`src/rtl/tinyrv1_ctrl_pkg.sv`:
```
// Shared encodings for the TinyRV1 multi-cycle control unit: FSM states, ISA fields and
// datapath select codes.
package tinyrv1_ctrl_pkg;

  typedef enum logic [2:0] {
    StFReq,
    StFWait,
    StDec,
    StExec,
    StMulW,
    StMReq,
    StMWait,
    StHalt
  } state_e;

  localparam logic [6:0] OPC_OP     = 7'b0110011;
  localparam logic [6:0] OPC_OPIMM  = 7'b0010011;
  localparam logic [6:0] OPC_LOAD   = 7'b0000011;
  localparam logic [6:0] OPC_STORE  = 7'b0100011;
  localparam logic [6:0] OPC_JAL    = 7'b1101111;
  localparam logic [6:0] OPC_JALR   = 7'b1100111;
  localparam logic [6:0] OPC_BRANCH = 7'b1100011;

  localparam logic [2:0] F3_ADDI = 3'd0;
  localparam logic [2:0] F3_LW   = 3'd2;
  localparam logic [2:0] F3_SW   = 3'd2;
  localparam logic [2:0] F3_JR   = 3'd0;
  localparam logic [2:0] F3_BNE  = 3'd1;

  localparam logic [6:0] F7_ADD = 7'd0;
  localparam logic [6:0] F7_MUL = 7'd1;

  localparam logic [1:0] IMM_I = 2'd0;
  localparam logic [1:0] IMM_S = 2'd1;
  localparam logic [1:0] IMM_J = 2'd2;
  localparam logic [1:0] IMM_B = 2'd3;

  localparam logic [1:0] PC_PLUS4 = 2'd0;
  localparam logic [1:0] PC_IMM   = 2'd1;
  localparam logic [1:0] PC_RS1   = 2'd2;

  localparam logic [1:0] WB_ALU  = 2'd0;
  localparam logic [1:0] WB_MUL  = 2'd1;
  localparam logic [1:0] WB_DMEM = 2'd2;
  localparam logic [1:0] WB_PC4  = 2'd3;

  // One-hot instruction class; all-zero means the encoding is illegal.
  typedef struct packed {
    logic add;
    logic mul;
    logic addi;
    logic lw;
    logic sw;
    logic jal;
    logic jr;
    logic bne;
  } inst_cls_t;

endpackage

```
`src/rtl/tinyrv1_ctrl_fsm_if.sv`:
```
// Memory and multiplier handshakes between the control unit (master) and its servants.
interface tinyrv1_ctrl_fsm_if;

  logic imem_req_val;
  logic imem_req_rdy;
  logic imem_resp_val;
  logic dmem_req_val;
  logic dmem_req_wr;
  logic dmem_req_rdy;
  logic dmem_resp_val;
  logic mul_start;
  logic mul_done;

  modport master (
    output imem_req_val,
    input  imem_req_rdy,
    input  imem_resp_val,
    output dmem_req_val,
    output dmem_req_wr,
    input  dmem_req_rdy,
    input  dmem_resp_val,
    output mul_start,
    input  mul_done
  );

  modport slave (
    input  imem_req_val,
    output imem_req_rdy,
    output imem_resp_val,
    input  dmem_req_val,
    input  dmem_req_wr,
    output dmem_req_rdy,
    output dmem_resp_val,
    input  mul_start,
    output mul_done
  );

endinterface

```
`src/rtl/tinyrv1_decode.sv`:
```
// Combinational TinyRV1 decoder: IR contents to one-hot instruction class plus illegal flag.
module tinyrv1_decode
  import tinyrv1_ctrl_pkg::*;
(
  input  logic [31:0] inst,
  output inst_cls_t   cls,
  output logic        illegal
);

  logic [6:0] opc;
  logic [2:0] f3;
  logic [6:0] f7;
  logic       unused_inst_bits;

  assign opc = inst[6:0];
  assign f3  = inst[14:12];
  assign f7  = inst[31:25];
  // Register and immediate fields only matter to the datapath.
  assign unused_inst_bits = ^{inst[24:15], inst[11:7]};

  always_comb begin
    cls = '0;
    unique case (opc)
      OPC_OP: begin
        cls.add = (f7 == F7_ADD);
        cls.mul = (f7 == F7_MUL);
      end
      OPC_OPIMM:  cls.addi = (f3 == F3_ADDI);
      OPC_LOAD:   cls.lw   = (f3 == F3_LW);
      OPC_STORE:  cls.sw   = (f3 == F3_SW);
      OPC_JAL:    cls.jal  = 1'b1;
      OPC_JALR:   cls.jr   = (f3 == F3_JR);
      OPC_BRANCH: cls.bne  = (f3 == F3_BNE);
      default: ;
    endcase
  end

  assign illegal = ~|cls;

endmodule

```
`src/rtl/tinyrv1_ctrl_fsm.sv`:
```
// TinyRV1 multi-cycle control unit: sequences fetch/decode/execute/memory/writeback, drives
// datapath selects and counts retired instructions.
module tinyrv1_ctrl_fsm
  import tinyrv1_ctrl_pkg::*;
#(
  parameter logic [31:0] RESET_PC = 32'h0000_0200,
  parameter int unsigned CNT_W    = 32
) (
  input  logic               clk,
  input  logic               rst_n,
  tinyrv1_ctrl_fsm_if.master bus,
  input  logic [31:0]        inst,
  input  logic               br_ne,
  output logic               ir_en,
  output logic               pc_en,
  output logic [1:0]         pc_sel,
  output logic [1:0]         imm_type,
  output logic               op2_sel,
  output logic [1:0]         wb_sel,
  output logic               rf_wen,
  output logic               illegal,
  output logic [CNT_W-1:0]   instret,
  output logic [31:0]        pc_reset_val
);

  state_e          state_q;
  logic            illegal_q;
  logic [CNT_W-1:0] instret_q;
  inst_cls_t       cls;
  logic            dec_illegal;
  logic            retire;

  tinyrv1_decode u_decode (
    .inst    (inst),
    .cls     (cls),
    .illegal (dec_illegal)
  );

  always_ff @(posedge clk or negedge rst_n) begin
    if (!rst_n) begin
      state_q   <= StFReq;
      illegal_q <= 1'b0;
      instret_q <= '0;
    end else begin
      if (retire) begin
        instret_q <= instret_q + CNT_W'(1);
      end
      unique case (state_q)
        StFReq:  if (bus.imem_req_rdy) state_q <= StFWait;
        StFWait: if (bus.imem_resp_val) state_q <= StDec;
        StDec: begin
          if (dec_illegal) begin
            illegal_q <= 1'b1;
            state_q   <= StHalt;
          end else if (cls.mul) begin
            state_q <= StMulW;
          end else if (cls.lw || cls.sw) begin
            state_q <= StMReq;
          end else begin
            state_q <= StExec;
          end
        end
        StExec:  state_q <= StFReq;
        StMulW:  if (bus.mul_done) state_q <= StFReq;
        StMReq:  if (bus.dmem_req_rdy) state_q <= StMWait;
        StMWait: if (bus.dmem_resp_val) state_q <= StFReq;
        StHalt:  state_q <= StHalt;
      endcase
    end
  end

  // Outputs are forced low while reset is held, even though the state already reads StFReq.
  always_comb begin
    bus.imem_req_val = 1'b0;
    bus.dmem_req_val = 1'b0;
    bus.dmem_req_wr  = 1'b0;
    bus.mul_start    = 1'b0;
    ir_en            = 1'b0;
    pc_en            = 1'b0;
    pc_sel           = PC_PLUS4;
    imm_type         = IMM_I;
    op2_sel          = 1'b0;
    wb_sel           = WB_ALU;
    rf_wen           = 1'b0;
    retire           = 1'b0;
    if (rst_n) begin
      unique case (state_q)
        StFReq:  bus.imem_req_val = 1'b1;
        StFWait: ir_en = bus.imem_resp_val;
        StDec:   bus.mul_start = cls.mul & ~dec_illegal;
        StExec: begin
          pc_en  = 1'b1;
          retire = 1'b1;
          if (cls.add) begin
            rf_wen = 1'b1;
          end
          if (cls.addi) begin
            rf_wen  = 1'b1;
            op2_sel = 1'b1;
          end
          if (cls.jal) begin
            rf_wen   = 1'b1;
            wb_sel   = WB_PC4;
            imm_type = IMM_J;
            pc_sel   = PC_IMM;
          end
          if (cls.jr) begin
            pc_sel = PC_RS1;
          end
          if (cls.bne) begin
            imm_type = IMM_B;
            pc_sel   = br_ne ? PC_IMM : PC_PLUS4;
          end
        end
        StMulW: begin
          if (bus.mul_done) begin
            rf_wen = 1'b1;
            wb_sel = WB_MUL;
            pc_en  = 1'b1;
            retire = 1'b1;
          end
        end
        StMReq: begin
          bus.dmem_req_val = 1'b1;
          bus.dmem_req_wr  = cls.sw;
          op2_sel          = 1'b1;
          imm_type         = cls.sw ? IMM_S : IMM_I;
        end
        StMWait: begin
          imm_type = cls.sw ? IMM_S : IMM_I;
          if (bus.dmem_resp_val) begin
            pc_en  = 1'b1;
            retire = 1'b1;
            if (cls.lw) begin
              rf_wen = 1'b1;
              wb_sel = WB_DMEM;
            end
          end
        end
        StHalt: ;
      endcase
    end
  end

  assign illegal      = illegal_q;
  assign instret      = instret_q;
  assign pc_reset_val = RESET_PC;

endmodule

```
`src/flat_wrapper.sv`:
```
// flat-port wrapper written by rule: the top's interface ports become plain ports
module tinyrv1_ctrl_fsm_flat import tinyrv1_ctrl_pkg::*;
#(
  parameter logic [31:0] RESET_PC = 32'h0000_0200,
  parameter int unsigned CNT_W    = 32
)
  (clk, rst_n, inst, br_ne, ir_en, pc_en, pc_sel, imm_type, op2_sel, wb_sel, rf_wen, illegal, instret, pc_reset_val, bus_imem_req_val, bus_imem_req_rdy, bus_imem_resp_val, bus_dmem_req_val, bus_dmem_req_wr, bus_dmem_req_rdy, bus_dmem_resp_val, bus_mul_start, bus_mul_done);
  tinyrv1_ctrl_fsm_if bus_i ();
  input  logic clk;
  input  logic rst_n;
  input  logic [31:0] inst;
  input  logic br_ne;
  output logic ir_en;
  output logic pc_en;
  output logic [1:0] pc_sel;
  output logic [1:0] imm_type;
  output logic op2_sel;
  output logic [1:0] wb_sel;
  output logic rf_wen;
  output logic illegal;
  output logic [CNT_W-1:0] instret;
  output logic [31:0] pc_reset_val;
  output wire logic [$bits(bus_i.imem_req_val)-1:0] bus_imem_req_val;
  input wire logic [$bits(bus_i.imem_req_rdy)-1:0] bus_imem_req_rdy;
  input wire logic [$bits(bus_i.imem_resp_val)-1:0] bus_imem_resp_val;
  output wire logic [$bits(bus_i.dmem_req_val)-1:0] bus_dmem_req_val;
  output wire logic [$bits(bus_i.dmem_req_wr)-1:0] bus_dmem_req_wr;
  input wire logic [$bits(bus_i.dmem_req_rdy)-1:0] bus_dmem_req_rdy;
  input wire logic [$bits(bus_i.dmem_resp_val)-1:0] bus_dmem_resp_val;
  output wire logic [$bits(bus_i.mul_start)-1:0] bus_mul_start;
  input wire logic [$bits(bus_i.mul_done)-1:0] bus_mul_done;
  assign bus_imem_req_val = bus_i.imem_req_val;
  assign bus_i.imem_req_rdy = bus_imem_req_rdy;
  assign bus_i.imem_resp_val = bus_imem_resp_val;
  assign bus_dmem_req_val = bus_i.dmem_req_val;
  assign bus_dmem_req_wr = bus_i.dmem_req_wr;
  assign bus_i.dmem_req_rdy = bus_dmem_req_rdy;
  assign bus_i.dmem_resp_val = bus_dmem_resp_val;
  assign bus_mul_start = bus_i.mul_start;
  assign bus_i.mul_done = bus_mul_done;
  tinyrv1_ctrl_fsm #(.RESET_PC(RESET_PC), .CNT_W(CNT_W)) u_core (.clk(clk), .rst_n(rst_n), .bus(bus_i), .inst(inst), .br_ne(br_ne), .ir_en(ir_en), .pc_en(pc_en), .pc_sel(pc_sel), .imm_type(imm_type), .op2_sel(op2_sel), .wb_sel(wb_sel), .rf_wen(rf_wen), .illegal(illegal), .instret(instret), .pc_reset_val(pc_reset_val));
endmodule
```
`config.mk`:
```
export PLATFORM = sky130hd
export DESIGN_NAME = tinyrv1_ctrl_fsm_flat
export DESIGN_NICKNAME = d
export VERILOG_FILES = /design/src/rtl/tinyrv1_ctrl_pkg.sv /design/src/rtl/tinyrv1_ctrl_fsm_if.sv /design/src/rtl/tinyrv1_decode.sv /design/src/rtl/tinyrv1_ctrl_fsm.sv /design/src/flat_wrapper.sv
export SDC_FILE = /design/constraint.sdc
export NUM_CORES = 1
export LEC_CHECK = 0
export BUFFER_PORTS_ARGS = -buffer_cell sky130_fd_sc_hd__buf_2
export CAP_MARGIN = 0
export CORE_MARGIN = 2
export CORE_UTILIZATION = 51
export CTS_BUF_LIST = sky130_fd_sc_hd__clkbuf_4 sky130_fd_sc_hd__clkbuf_8
export DETAILED_ROUTE_END_ITERATION = 7
export MAX_ROUTING_LAYER = met4
export PLACE_DENSITY = 0.95
export SKIP_LAST_GASP = 1
export SYNTH_ARGS = -nofsm -noshare
export SYNTH_HDL_FRONTEND = slang
export SYNTH_SLANG_ARGS = --single-unit
```
`constraint.sdc`:
```
create_clock -name clk -period 3.55 [get_ports clk]
set_input_delay 0.1775 -clock clk [delete_from_list [all_inputs] [get_ports clk]]
set_output_delay 0.1775 -clock clk [all_outputs]
set_load 0.01 [all_outputs]
```
# == After elaboration in Yosys (flattened, before gate mapping) ==
# Cells that the tools add are included.
# word_totals
in_bits,40
regBits,36
output_inout_bits,79
wordCells,93
# op_classes
bitwise_logic,2
reduce_logical,8
eq_ne,22
mux,57
n_addsub,1
# op_table
op,count
$add A32 B1 Y32 const B,1
$mux W1,31
$mux W2,12
$mux W3,8
$pmux W3 S8,1
$eq A7 B7 Y1 const B,3
$eq A7 B6 Y1 const B,2
$eq A3 B3 Y1 const B,4
$ne A2 B2 Y1 const B,5
$eq A3 B2 Y1 const B,3
$reduce_or A8 Y1,1
$eq A7 B1 Y1 const B,1
$eq A7 B2 Y1 const B,1
$eq A7 B5 Y1 const B,1
$logic_not A7 Y1,1
$eq A3 B1 Y1 const B,2
$logic_not A3 Y1,2
$pmux W1 S3,2
$pmux W2 S3,1
$reduce_and A5 Y1,1
$pmux W2 S2,1
$pmux W1 S2,1
$reduce_and A2 Y1,1
$reduce_or A2 Y1,1
other kinds (3),3

# == Logic depth before layout (Yosys ltp) ==
# Gate-level depths: netlist of the first run.
# logic_depth
depth_word,7
ltp_mapped,7
mapped_depth_nobuf,6

# == By module ==
# From an unflattened synthesis of the first run, not the netlist that was laid out.
# hier_totals
hier_cells,272
hier_area_um2,2508.7
# modules_own_cells
mod,area_per_inst_um2,cells_per_inst,n_inst
tinyrv1_ctrl_fsm,2328.5,245,1
tinyrv1_decode,180.2,27,1

# == Worst setup path before layout of the first run ==
# No wires, ideal clock.
# synth_path
path_kind,register to register
start,register u_core.instret_q[11] (netlist: u_core.instret[11])
end,register u_core.instret_q[31] (netlist: u_core.instret[31])
slack_ns,1.422
stages_incl_launch_ff,7
path_buffers,1
synth_period_minus_slack_ns,2.128
required_ns,3.471
arrival_ns,2.048
cell_sequence,dfrtp_1 -> nand4_2 -> or3_1 -> buf_6 -> or4_4 -> nor4_2 -> xor2_1
# synth_between
elab_chain_cells,1
# synth_rtl
item,line,text
from (decl),tinyrv1_ctrl_fsm.sv:28,logic [CNT_W-1:0] instret_q;
from (signal assigned),tinyrv1_ctrl_fsm.sv:46,instret_q <= instret_q + CNT_W'(1);
$add A32 B1 Y32,tinyrv1_ctrl_fsm.sv:46,
# No other way between the ends.
# A chain may end at the register's enable or synchronous reset.

# == Final worst setup path of the first run ==
# layout_path
start,register u_core.state_q[2]
end,register u_core.instret_q[18] (netlist: u_core.instret[18])
# layout_between
elab_chain_cells,3
# layout_rtl
item,line,text
from (decl),tinyrv1_ctrl_fsm.sv:26,state_e state_q;
from (signal assigned),tinyrv1_ctrl_fsm.sv:41,state_q <= StFReq;
from (signal assigned),tinyrv1_ctrl_fsm.sv:49,StFReq: if (bus.imem_req_rdy) state_q <= StFWait;
from (signal assigned),tinyrv1_ctrl_fsm.sv:50,StFWait: if (bus.imem_resp_val) state_q <= StDec;
$eq A3 B3 Y1 / $eq A3 B2 Y1 (equally long branches),tinyrv1_ctrl_fsm.sv:87,unique case (state_q)
$pmux W1 S3 (*),tinyrv1_ctrl_fsm.sv:87,
$mux W1 (*),tinyrv1_ctrl_fsm.sv:86,if (rst_n) begin
# Mark *: on every way between the ends. The rest lies on a longest branch, timed or not.

==> reports/qor.csv, run 1 <==
stage;metric;value;unit
critical_path;Crit path largest cell delay;680;ps
finish;nets;364;
detailed_routing;Remaining DRCs;0;
critical_path;arrival time at the worst endpoint;2790;ps
placement;gp weighted congestion;0.848;
clock_network;Worst-path clk slew;70;ps
power;sequential share of power;46.2;%
worst_hold_path;Min-Delay Path Class;input pin to flop;
power;Psw;390;µW
finish;multi-input logic area;1210;µm²
critical_path;Crit. End Element;flop;
clock_network;Root Driver;clkbuf_8;
synth;cell area after synthesis;2300;µm²
global_route;vias in the first global route;1854;
timing;Tmin final;2580;ps
timing;Slew Limit Fails;0;
timing;relative slew slack;49.6;%
power;Internal Power;789;µW
power;Sw Share;33.1;%
synth;count of different cell masters after synthesis;47;
floorplanning;IO Pins;119;
detailed_routing;Final ANT Viol Nets;0;
job;number of max-cap violations;0;
clock_network;CTS tree;yes;
clock_network;CTS H-tree lvls;2;
clock_network;Clock Path Buffers;2;
power;Clk pwr share;30.6;%
detailed_routing;vias;2013;
timing;RSZ-0062 raised after global routing;no;
synth;fraction of registers with async set/reset;100;%
synth;post-synthesis sequential area ratio;39.2;%
synth;EDFF count, synth;0;
placement;Detailed Place HPWL;3.83;mm
clock_network;TritonCTS Buffers;5;
run_status;outcome;finished clean;
critical_path;Setup CP Type;flop to flop;
critical_path;Critical R2R Capture;u_core.instret[18]$_DFFE_PN0P_;
power;power after layout;1.18;mW
timing;Min Hold Slack;213;ps
detailed_routing;Avg WL per Cell;13.7;µm
critical_path;CP Max Fanout;19;
global_route;pin count of the biggest net entering global routing;45;
critical_path;crit-path cells;and4bb_2 > o31a_1 > nand3_1 > nor4_1 > xor2_1;
global_route;antenna violations before repair;0;
timing;Finish-stage setup viols;0;
detailed_routing;drt initial violations;163;
clock_network;CTS resizes;0;
synth;FF+latch count, synth;36;
power;VDD IR-drop max;0.353;mV
floorplanning;CORE AREA;4350;µm²
critical_path;CP required;3760;ps
critical_path;crit path to;u_core.instret[18]$_DFFE_PN0P_;
floorplanning;num rows;24;
synth;main flop type after synthesis;dfrtp_1;
critical_path;startpoint types;flop;
finish;flip-flop and latch area;901;µm²
finish;FILL cells;372;
global_route;gr ovfl total;0;
finish;Synth-to-Final Area Change;16.8;%
synth;Ys Warns;0;
critical_path;r2r worst-path depth;5;
synth;Post-Syn Instances;252;
detailed_routing;vias per inst;5.35;
critical_path;FF-to-FF setup slack;970;ps
synth;Syn Area/Cell;9.12;µm²
detailed_routing;final wirelength;5.16;mm
floorplanning;Total Die Area;5060;µm²
timing;Fin Setup TNS;0;ps
clock_network;TritonCTS Sinks;36;
critical_path;Reg-to-Reg Start;u_core.state_q[2]$_DFFE_PN0P_;
floorplanning;Starting Density;52.8;%
placement;port bufs;71;
timing;Final Hold Viols;0;
critical_path;crit path from;u_core.state_q[2]$_DFFE_PN0P_;
floorplanning;Die Ht;71.1;µm
timing;Final period util;72.7;%
clock_network;Worst-Skew Late Latency;300;ps
floorplanning;Die Width;71.1;µm
detailed_routing;DRT Pass-1 Iters;4;
critical_path;slowest cell on the critical path;dfrtp_1;
finish;post-layout util;61.6;%
global_route;first-pass GRT wire length;8.37;mm
power;Comb pwr share;23.2;%
finish;fraction of layout cells with a size suffix above 1;27.2;%
power;PwrDens;439;nW/µm²
global_route;gr usage total;21.9;%
timing;Peak Freq;387;MHz
timing;Worst-Margin Slew;749;ps
timing;Clock Skews;11.6;ps
power;Lkg Pwr;1.40;nW
finish;Antenna diodes;0;
-- layout make-up --
type / instances / area share (%)
clock buffers: 5 / 2.56
well taps: 52 / 2.42
repair buffers: 73 / 13.9
multi-input cells: 200 / 45.0
flip-flops and latches: 36 / 33.6
clock inverters: 3 / 1.59
inverters: 7 / 0.979
-- kinds of logic after synthesis --
kind of cell,after synthesis,synth area share [%]
AO/OA/AOI/OAI,23,6.32
XOR/XNOR,32,12.2
adder cells (fa/ha/maj),1,0.545
buffers and inverters,46,13.1
flip-flops,36,39.2
multiplexers,2,0.926
other,2,0.327
AND/OR/NAND/NOR,110,27.3
-- cell usage in the layout (no fill, tap or decap), types with 2 or more instances in the layout --
cell type  count
a21oi_1        5
a31oi_1        3
and3_1         7
buf_2         71
clkbuf_8       5
conb_1        32
dfrtp_1       36
inv_1          7
nand2_1       15
nand2b_1       8
nand3_1       12
nand4_1        8
nand4b_1       2
nor2_1        17
nor2b_1        2
nor3_1        14
nor3b_1        3
nor4_1         7
nor4b_1        3
o21ai_0        6
or2_2          2
xnor2_1       14
xor2_1        18
-- cells in the mapped netlist, drive strengths merged (3+ instances only) --
cell,n,area (µm²)
dfrtp,36,901
buf,34,256
xor2,18,158
nor2,17,63.8
nand2,15,56.3
nor3,14,70.1
xnor2,14,123
nand3,12,60.1
nand4,9,62.6
nand2b,8,50.1
nor4,8,56.3
and3,7,43.8
inv,7,26.3
o21ai,6,30.0
a21oi,5,25.0
clkbuf,5,18.8
a31oi,3,18.8
nor3b,3,22.5
nor4b,3,26.3
-- worst min-delay path by stage --
stage               slack (ps)  cells past startpoint                             to        startpoint
floorplan                 -120                      0     u_core.illegal$_DFFE_PN0P_             rst_n
global placement           300                      2     u_core.illegal$_DFFE_PN0P_             rst_n
detailed placement         300                      2  u_core.state_q[1]$_DFFE_PN0P_             rst_n
CTS                        210                      3  u_core.state_q[0]$_DFFE_PN0P_  bus_imem_req_rdy
global route               210                      3  u_core.state_q[0]$_DFFE_PN0P_  bus_imem_req_rdy
finish                     210                      3  u_core.state_q[0]$_DFFE_PN0P_  bus_imem_req_rdy
-- what timing repair did --
action                                 in CTS  in global routing
endpoints found under the hold margin      36                  0
setup buffers                               0                  0
hold buffers                                1                  0
-- worst max-delay path, delay by kind of cell, from the launching register on --
family	cells	cell delay, ps
compound gates	1	420
simple gates	3	1180
flops	1	680
xor+xnor	1	210
-- per-layer routing --
| layer | routed length [µm] | track usage (%) | vias to the layer above |
|---|---|---|---|
| met5 | 0 | - | - |
| met4 | 133 | 9.01 | 0 |
| met3 | 300 | 5.13 | 14 |
| met2 | 2690 | 37.0 | 71 |
| met1 | 2040 | 24.9 | 966 |
| li1 | - | - | 962 |
-- power groups by stage --
stage	registers (mW)	logic, mW	clock network, mW
2_1_floorplan	0.510	0.245	0
3_3_place_gp	0.546	0.266	0
3_5_place_dp	0.551	0.272	0
4_1_cts	0.543	0.274	0.365
5_1_grt	0.559	0.312	0.393
6_report	0.544	0.274	0.361
-- sequential cells by signal, summed over array words and instances (netlist names) --
signal,flops
u_core.instret,32
u_core.state_q,3
u_core.illegal,1
-- through the flow --
stage	std cells	worst slack [ps]	instance area, µm²
CTS	376	1020	2680
detailed placement	367	1070	2560
floorplan	282	1420	2410
global placement	367	1170	2560
finish	376	969	2680
global route	376	770	2680
(Power assumes the default switching activity.)
==> inputs of run 2 (changes only) <==
ABC_AREA = 1   (was default)
CORE_UTILIZATION = 46   (was 51)
PLACE_DENSITY = 0.88   (was 0.95)
clock period = 2.3 ns   (was 3.55 ns; I/O delays follow)
==> reports/qor.csv, run 2 <==
stage;metric;value;unit
run_status;outcome;finished clean;
global_route;gr usage total;20.5;%
synth;FF+latch count, synth;36;
critical_path;arrival time at the worst endpoint;1920;ps
synth;ranking of synthesized cells by area;dfrtp_1, nand2_1, buf_4, nor2_1, inv_1;
synth;Synth top area share;30.8;%
global_route;GR Util met3;4.15;%
finish;Synth-to-Final Area Change;14.7;%
critical_path;CP required;2180;ps
clock_network;Root Driver;clkbuf_8;
synth;Synth Area in Compound Gates;4.02;%
synth;commonest cells in the netlist;nand2_1, nor2_1, inv_1;
finish;most frequent cells in the layout;nand2_1, buf_2, nor2_1, inv_1, dfrtp_1;
worst_hold_path;Min-Delay Path Class;input pin to flop;
floorplanning;Die Ht;83.7;µm
clock_network;CTS resizes;0;
synth;XOR/XNOR Fraction of Synth Area;7.49;%
detailed_routing;Avg WL per Cell;11.8;µm
synth;fraction of registers with async set/reset;100;%
detailed_routing;DRT Pass-1 Iters;4;
timing;Clock Skews;11.1;ps
floorplanning;IO Pins;119;
power;PwrDens;704;nW/µm²
clock_network;CTS H-tree lvls;2;
clock_network;Clock Path Buffers;2;
clock_network;CTS Hold Bufs;1;
global_route;GRT met1 Usage;25.3;%
finish;nets;556;
finish;Antenna diodes;0;
timing;Tmin final;2040;ps
global_route;antenna violations before repair;0;
synth;Post-Synth Adder-Cell Area;0.428;%
synth;Synth area leader;dfrtp_1;
finish;flip-flop and latch area;901;µm²
detailed_routing;vias;2875;
synth;main flop type after synthesis;dfrtp_1;
timing;Slew Limit Fails;0;
synth;count of different cell masters after synthesis;33;
timing;Final Hold Viols;0;
clock_network;Worst-Skew Late Latency;300;ps
job;number of max-cap violations;0;
synth;count leader, synth;nand2_1;
clock_network;Post-CTS Setup Bufs;0;
placement;Detailed Place HPWL;5.56;mm
detailed_routing;vias per inst;4.85;
synth;Ys Warns;0;
critical_path;startpoint types;flop;
placement;gp weighted congestion;0.941;
synth;Post-Syn Instances;440;
timing;Finish-stage setup viols;0;
timing;Fin Setup TNS;0;ps
synth;Syn Area/Cell;6.65;µm²
floorplanning;Total Die Area;7010;µm²
synth;post-synthesis sequential area ratio;30.8;%
critical_path;Reg-to-Reg Start;u_core.state_q[0]$_DFFE_PN0P_;
global_route;vias in the first global route;2608;
timing;Min Hold Slack;164;ps
critical_path;Crit. End Element;output pin;
synth;multiplexer area fraction after synthesis;0;%
synth;cell area after synthesis;2920;µm²
detailed_routing;Final ANT Viol Nets;0;
finish;fraction of layout cells with a size suffix above 1;20.5;%
power;Lkg Pwr;1.75;nW
critical_path;CP Max Fanout;27;
critical_path;Setup CP Type;flop to output pin;
detailed_routing;final wirelength;6.97;mm
floorplanning;Die Width;83.7;µm
global_route;gr ovfl total;0;
global_route;met2 usage;34.0;%
global_route;gr busiest metal;met2;
power;VDD IR-drop max;0.537;mV
finish;multi-input logic area;1670;µm²
floorplanning;CORE AREA;6240;µm²
timing;Final period util;88.5;%
synth;largest family of logic cells by synthesized area;simple AND/OR/NAND/NOR gates;
worst_hold_path;Hold Startpoint;bus_dmem_resp_val;
clock_network;Worst-path clk slew;60;ps
timing;RSZ-0062 raised after global routing;no;
detailed_routing;drt initial violations;127;
placement;port bufs;71;
global_route;pin count of the biggest net entering global routing;28;
synth;post-synthesis simple-gate area fraction;40.9;%
clock_network;CTS tree;yes;
detailed_routing;Remaining DRCs;0;
clock_network;TritonCTS Buffers;5;
finish;commonest non-fill, non-tap cell in the layout;nand2_1;
critical_path;crit path from;u_core.state_q[0]$_DFFE_PN0P_;
global_route;first-pass GRT wire length;11.5;mm
floorplanning;Starting Density;46.9;%
finish;FILL cells;607;
clock_network;TritonCTS Sinks;36;
floorplanning;num rows;29;
synth;EDFF count, synth;0;
finish;max reg flops;32;
timing;Peak Freq;491;MHz
==> run 2: cell count changes after synthesis, sizes merged, moves of 8 or more <==
cell | previous run | this run
inv | 7 | 52
nand2 | 15 | 138
nand2b | 8 | 0
nand3 | 12 | 22
nor2 | 17 | 70
o21ai | 6 | 14
==> run 2: kinds of logic after synthesis <==
kind of cell | Yosys count
AOI/OAI and AO/OA | 21
xor gates and xnor gates | 25
adders and majority gates | 1
buffers and inverters | 88
DFF | 36
other | 2
and+or+nand+nor | 267
==> run 2: worst paths after layout <==
| kind | endpoint | slack (ps) | cells past startpoint |
|---|---|---|---|
| worst max-delay path | pc_en | 260 | 8 |
| worst min-delay path | u_core.state_q[1]$_DFFE_PN0P_ | 160 | 4 |
| worst max register to register | u_core.instret[14]$_DFFE_PN0P_ | 460 | 9 |
| worst min register to register | u_core.illegal$_DFFE_PN0P_ | 470 | 2 |
| max in group asynchronous | u_core.instret[20]$_DFFE_PN0P_ | 1570 | 3 |
| min in group asynchronous | u_core.instret[5]$_DFFE_PN0P_ | 410 | 3 |
==> run 2: where the power goes <==
part	switching [mW]	internal (mW)	total (mW)
Clock	0.231	0.333	0.565
Sequential	0.164	0.755	0.919
Combinational	0.579	0.298	0.877
==> run 2: layout make-up <==
class	count	share of cell area, %
multi-input combinational	346	49.7
clock buffer	6	2.28
sequential	36	26.9
clock inverter	2	1.04
timing repair buffer	74	11.3
tap	77	2.87
inverter	52	5.90
==> run 2: critical path: stages, from the launching register on <==
cell	delay, ps
dfrtp_1	420
inv_2	110
nand2_2	80
nor2_4	110
nand2_2	70
nand3_2	80
nand2_4	220
inv_4	320
buf_2	190
==> run 2: per-stage QoR <==
step	utilization [%]	power [mW]	cells	setup WS [ps]	area [µm²]
after floorplan	-	1.56	470	852	3040
after global placement	51.8	1.77	584	505	3230
after detailed placement	51.8	1.81	584	463	3230
after CTS	53.7	2.38	593	259	3350
after global routing	53.7	2.54	593	128	3350
final	53.7	2.36	593	264	3350
==> run 2: metal layers <==
metal | up-vias | part of all wire (%)
met5 | - | 0
met4 | 0 | 1.9
met3 | 16 | 6.9
met2 | 116 | 46
met1 | 1277 | 45
li1 | 1466 | -
==> inputs of run 3 (changes only) <==
PLACE_DENSITY = default   (was 0.88)
PLACE_DENSITY_LB_ADDON = 0.15   (was default)
==> reports/qor.csv, run 3 (synthesized netlist as in run 2, its figures left out) <==
stage;metric;value;unit
run_status;outcome;finished clean;
finish;Antenna diodes;0;
detailed_routing;DRT Pass-1 Iters;4;
clock_network;Worst-Skew Late Latency;290;ps
critical_path;arrival time at the worst endpoint;1800;ps
floorplanning;Die Ht;83.7;µm
timing;Final WS setup;382;ps
power;Lkg Pwr;1.74;nW
finish;Synth-to-Final Area Change;14.5;%
clock_network;Worst-path clk slew;70;ps
finish;post-layout util;53.6;%
placement;post-placement setup slack;586;ps
placement;gp weighted congestion;0.945;
timing;Peak Freq;521;MHz
timing;Fin Setup TNS;0;ps
critical_path;FF-to-FF setup slack;600;ps
worst_hold_path;hold path depth;4;
detailed_routing;Final ANT Viol Nets;0;
critical_path;CP Buf/Inv Count;4;
clock_network;TritonCTS Sinks;36;
global_route;first-pass GRT wire length;12.1;mm
critical_path;Crit path max-delay family;buffers and inverters;
critical_path;CP Max Fanout;13;
critical_path;Setup CP Type;input pin to output pin;
timing;Slew Limit Fails;0;
finish;commonest non-fill, non-tap cell in the layout;nand2_1;
clock_network;Clock Path Buffers;2;
clock_network;Post-CTS Setup Bufs;0;
job;number of max-cap violations;0;
worst_hold_path;Hold Startpoint;bus_dmem_resp_val;
finish;FILL cells;662;
finish;multi-input logic area;1670;µm²
floorplanning;Total Die Area;7010;µm²
timing;Final Hold Viols;0;
floorplanning;Die Width;83.7;µm
timing;Final period util;83.4;%
critical_path;Crit path largest cell delay;520;ps
clock_network;CTS tree;yes;
floorplanning;Starting Density;46.9;%
power;PwrDens;681;nW/µm²
clock_network;CTS H-tree lvls;2;
critical_path;Critical R2R Capture;u_core.instret[14]$_DFFE_PN0P_;
global_route;pin count of the biggest net entering global routing;28;
clock_network;Root Driver;clkbuf_8;
global_route;gr ovfl total;0;
placement;Detailed Place HPWL;5.77;mm
finish;flip-flop and latch area;901;µm²
floorplanning;CORE AREA;6240;µm²
critical_path;Reg-to-Reg Start;u_core.state_q[0]$_DFFE_PN0P_;
floorplanning;IO Pins;119;
detailed_routing;vias;2838;
critical_path;startpoint types;input pin;
detailed_routing;Avg WL per Cell;11.9;µm
finish;most frequent cells in the layout;nand2_1, buf_2, nor2_1, inv_1, dfrtp_1;
floorplanning;num rows;29;
timing;Clock Skews;10.9;ps
finish;max reg flops;32;
critical_path;most frequent CP cell;buf_2;
global_route;vias in the first global route;2585;
worst_hold_path;Min-Delay Path Class;input pin to flop;
detailed_routing;final wirelength;7.06;mm
critical_path;Crit. End Element;output pin;
timing;RSZ-0062 raised after global routing;no;
placement;port bufs;71;
worst_hold_path;Hold EP;u_core.state_q[1]$_DFFE_PN0P_;
detailed_routing;vias per inst;4.78;
timing;Finish-stage setup viols;0;
detailed_routing;Remaining DRCs;0;
critical_path;crit-path cells;dlygate4sd3_1 > buf_2 > buf_4 > nand2_1 > o221ai_1 > buf_2;
critical_path;r2r worst-path depth;9;
critical_path;CP required;2180;ps
finish;nets;557;
clock_network;TritonCTS Buffers;5;
detailed_routing;drt initial violations;138;
global_route;gr usage total;21.6;%
finish;fraction of layout cells with a size suffix above 1;20.7;%
power;VDD IR-drop max;0.385;mV
global_route;antenna violations before repair;0;
timing;Tmin final;1920;ps
critical_path;slowest cell on the critical path;dlygate4sd3_1;
[run 3: cell count changes in the layout (fill, tap and decap cells not counted), sizes merged]
| cell | before | now |
|---|---|---|
| clkinvlp | 0 | 1 |
| clkinv | 1 | 0 |
| bufinv | 1 | 0 |
| buf | 73 | 74 |
| clkbuf | 6 | 7 |
[run 3: report_power, final]
group          internal (mW)  leakage [nW]  total (mW)  switching [mW]
clock network          0.255        0.0479       0.485           0.229
registers              0.755         0.462       0.920           0.165
logic                  0.302          1.23       0.876           0.574
total                   1.31          1.74        2.28           0.968
[run 3: routing by layer]
metal / GRT usage, % / vias to the layer above / wire, µm / share of wire [%]
met3: 3.26 / 7 / 399 / 5.6
met1: 29.9 / 1290 / 3430 / 49
met2: 33.4 / 81 / 3140 / 44
li1: - / 1460 / - / -
met4: 5.57 / 0 / 94 / 1.3
met5: - / - / 0 / 0
[run 3: final cells by class]
cell class	count	area share [%]
Inverter	52	5.91
Sequential cell	36	26.9
Clock inverter	1	0.224
Clock buffer	7	2.69
Multi-Input combinational cell	346	49.8
Timing Repair Buffer	75	11.6
Tap cell	77	2.88
[run 3: metrics by stage]
stage	power [mW]	hold slack, ps	std cells	instance area, µm²
after global placement	1.79	37.2	585	3240
after floorplan	1.56	-181	470	3040
final	2.28	156	594	3350
after CTS	2.31	158	594	3350
after detailed placement	1.81	36.2	585	3240
after global routing	2.46	178	594	3350
[run 3: how the worst max path moves through the flow]
| stage | startpoint | to | slack [ps] | cells past startpoint |
|---|---|---|---|---|
| after floorplan | u_core.instret[0]$_DFFE_PN0P_ | u_core.instret[14]$_DFFE_PN0P_ | 850 | 7 |
| after global placement | u_core.state_q[2]$_DFFE_PN0P_ | u_core.instret[18]$_DFFE_PN0P_ | 620 | 10 |
| after detailed placement | u_core.state_q[2]$_DFFE_PN0P_ | u_core.instret[14]$_DFFE_PN0P_ | 590 | 9 |
| after CTS | rst_n | imm_type[0] | 340 | 6 |
| after global routing | rst_n | imm_type[0] | 260 | 6 |
| final | rst_n | imm_type[0] | 380 | 6 |
[run 3: what timing repair did]
| item | in CTS | in global routing |
|---|---|---|
| hold buffers | 1 | 0 |
| endpoints found under the hold margin | 9 | 0 |
| gates resized for setup | 0 | 0 |
[run 3: worst reg2reg max path: cells and delay by family (launching register included)]
| family | cells | cell delay, ps |
|---|---|---|
| simple gates | 6 | 610 |
| flops | 1 | 430 |
| buf+inv | 2 | 380 |
| xor+xnor | 1 | 160 |
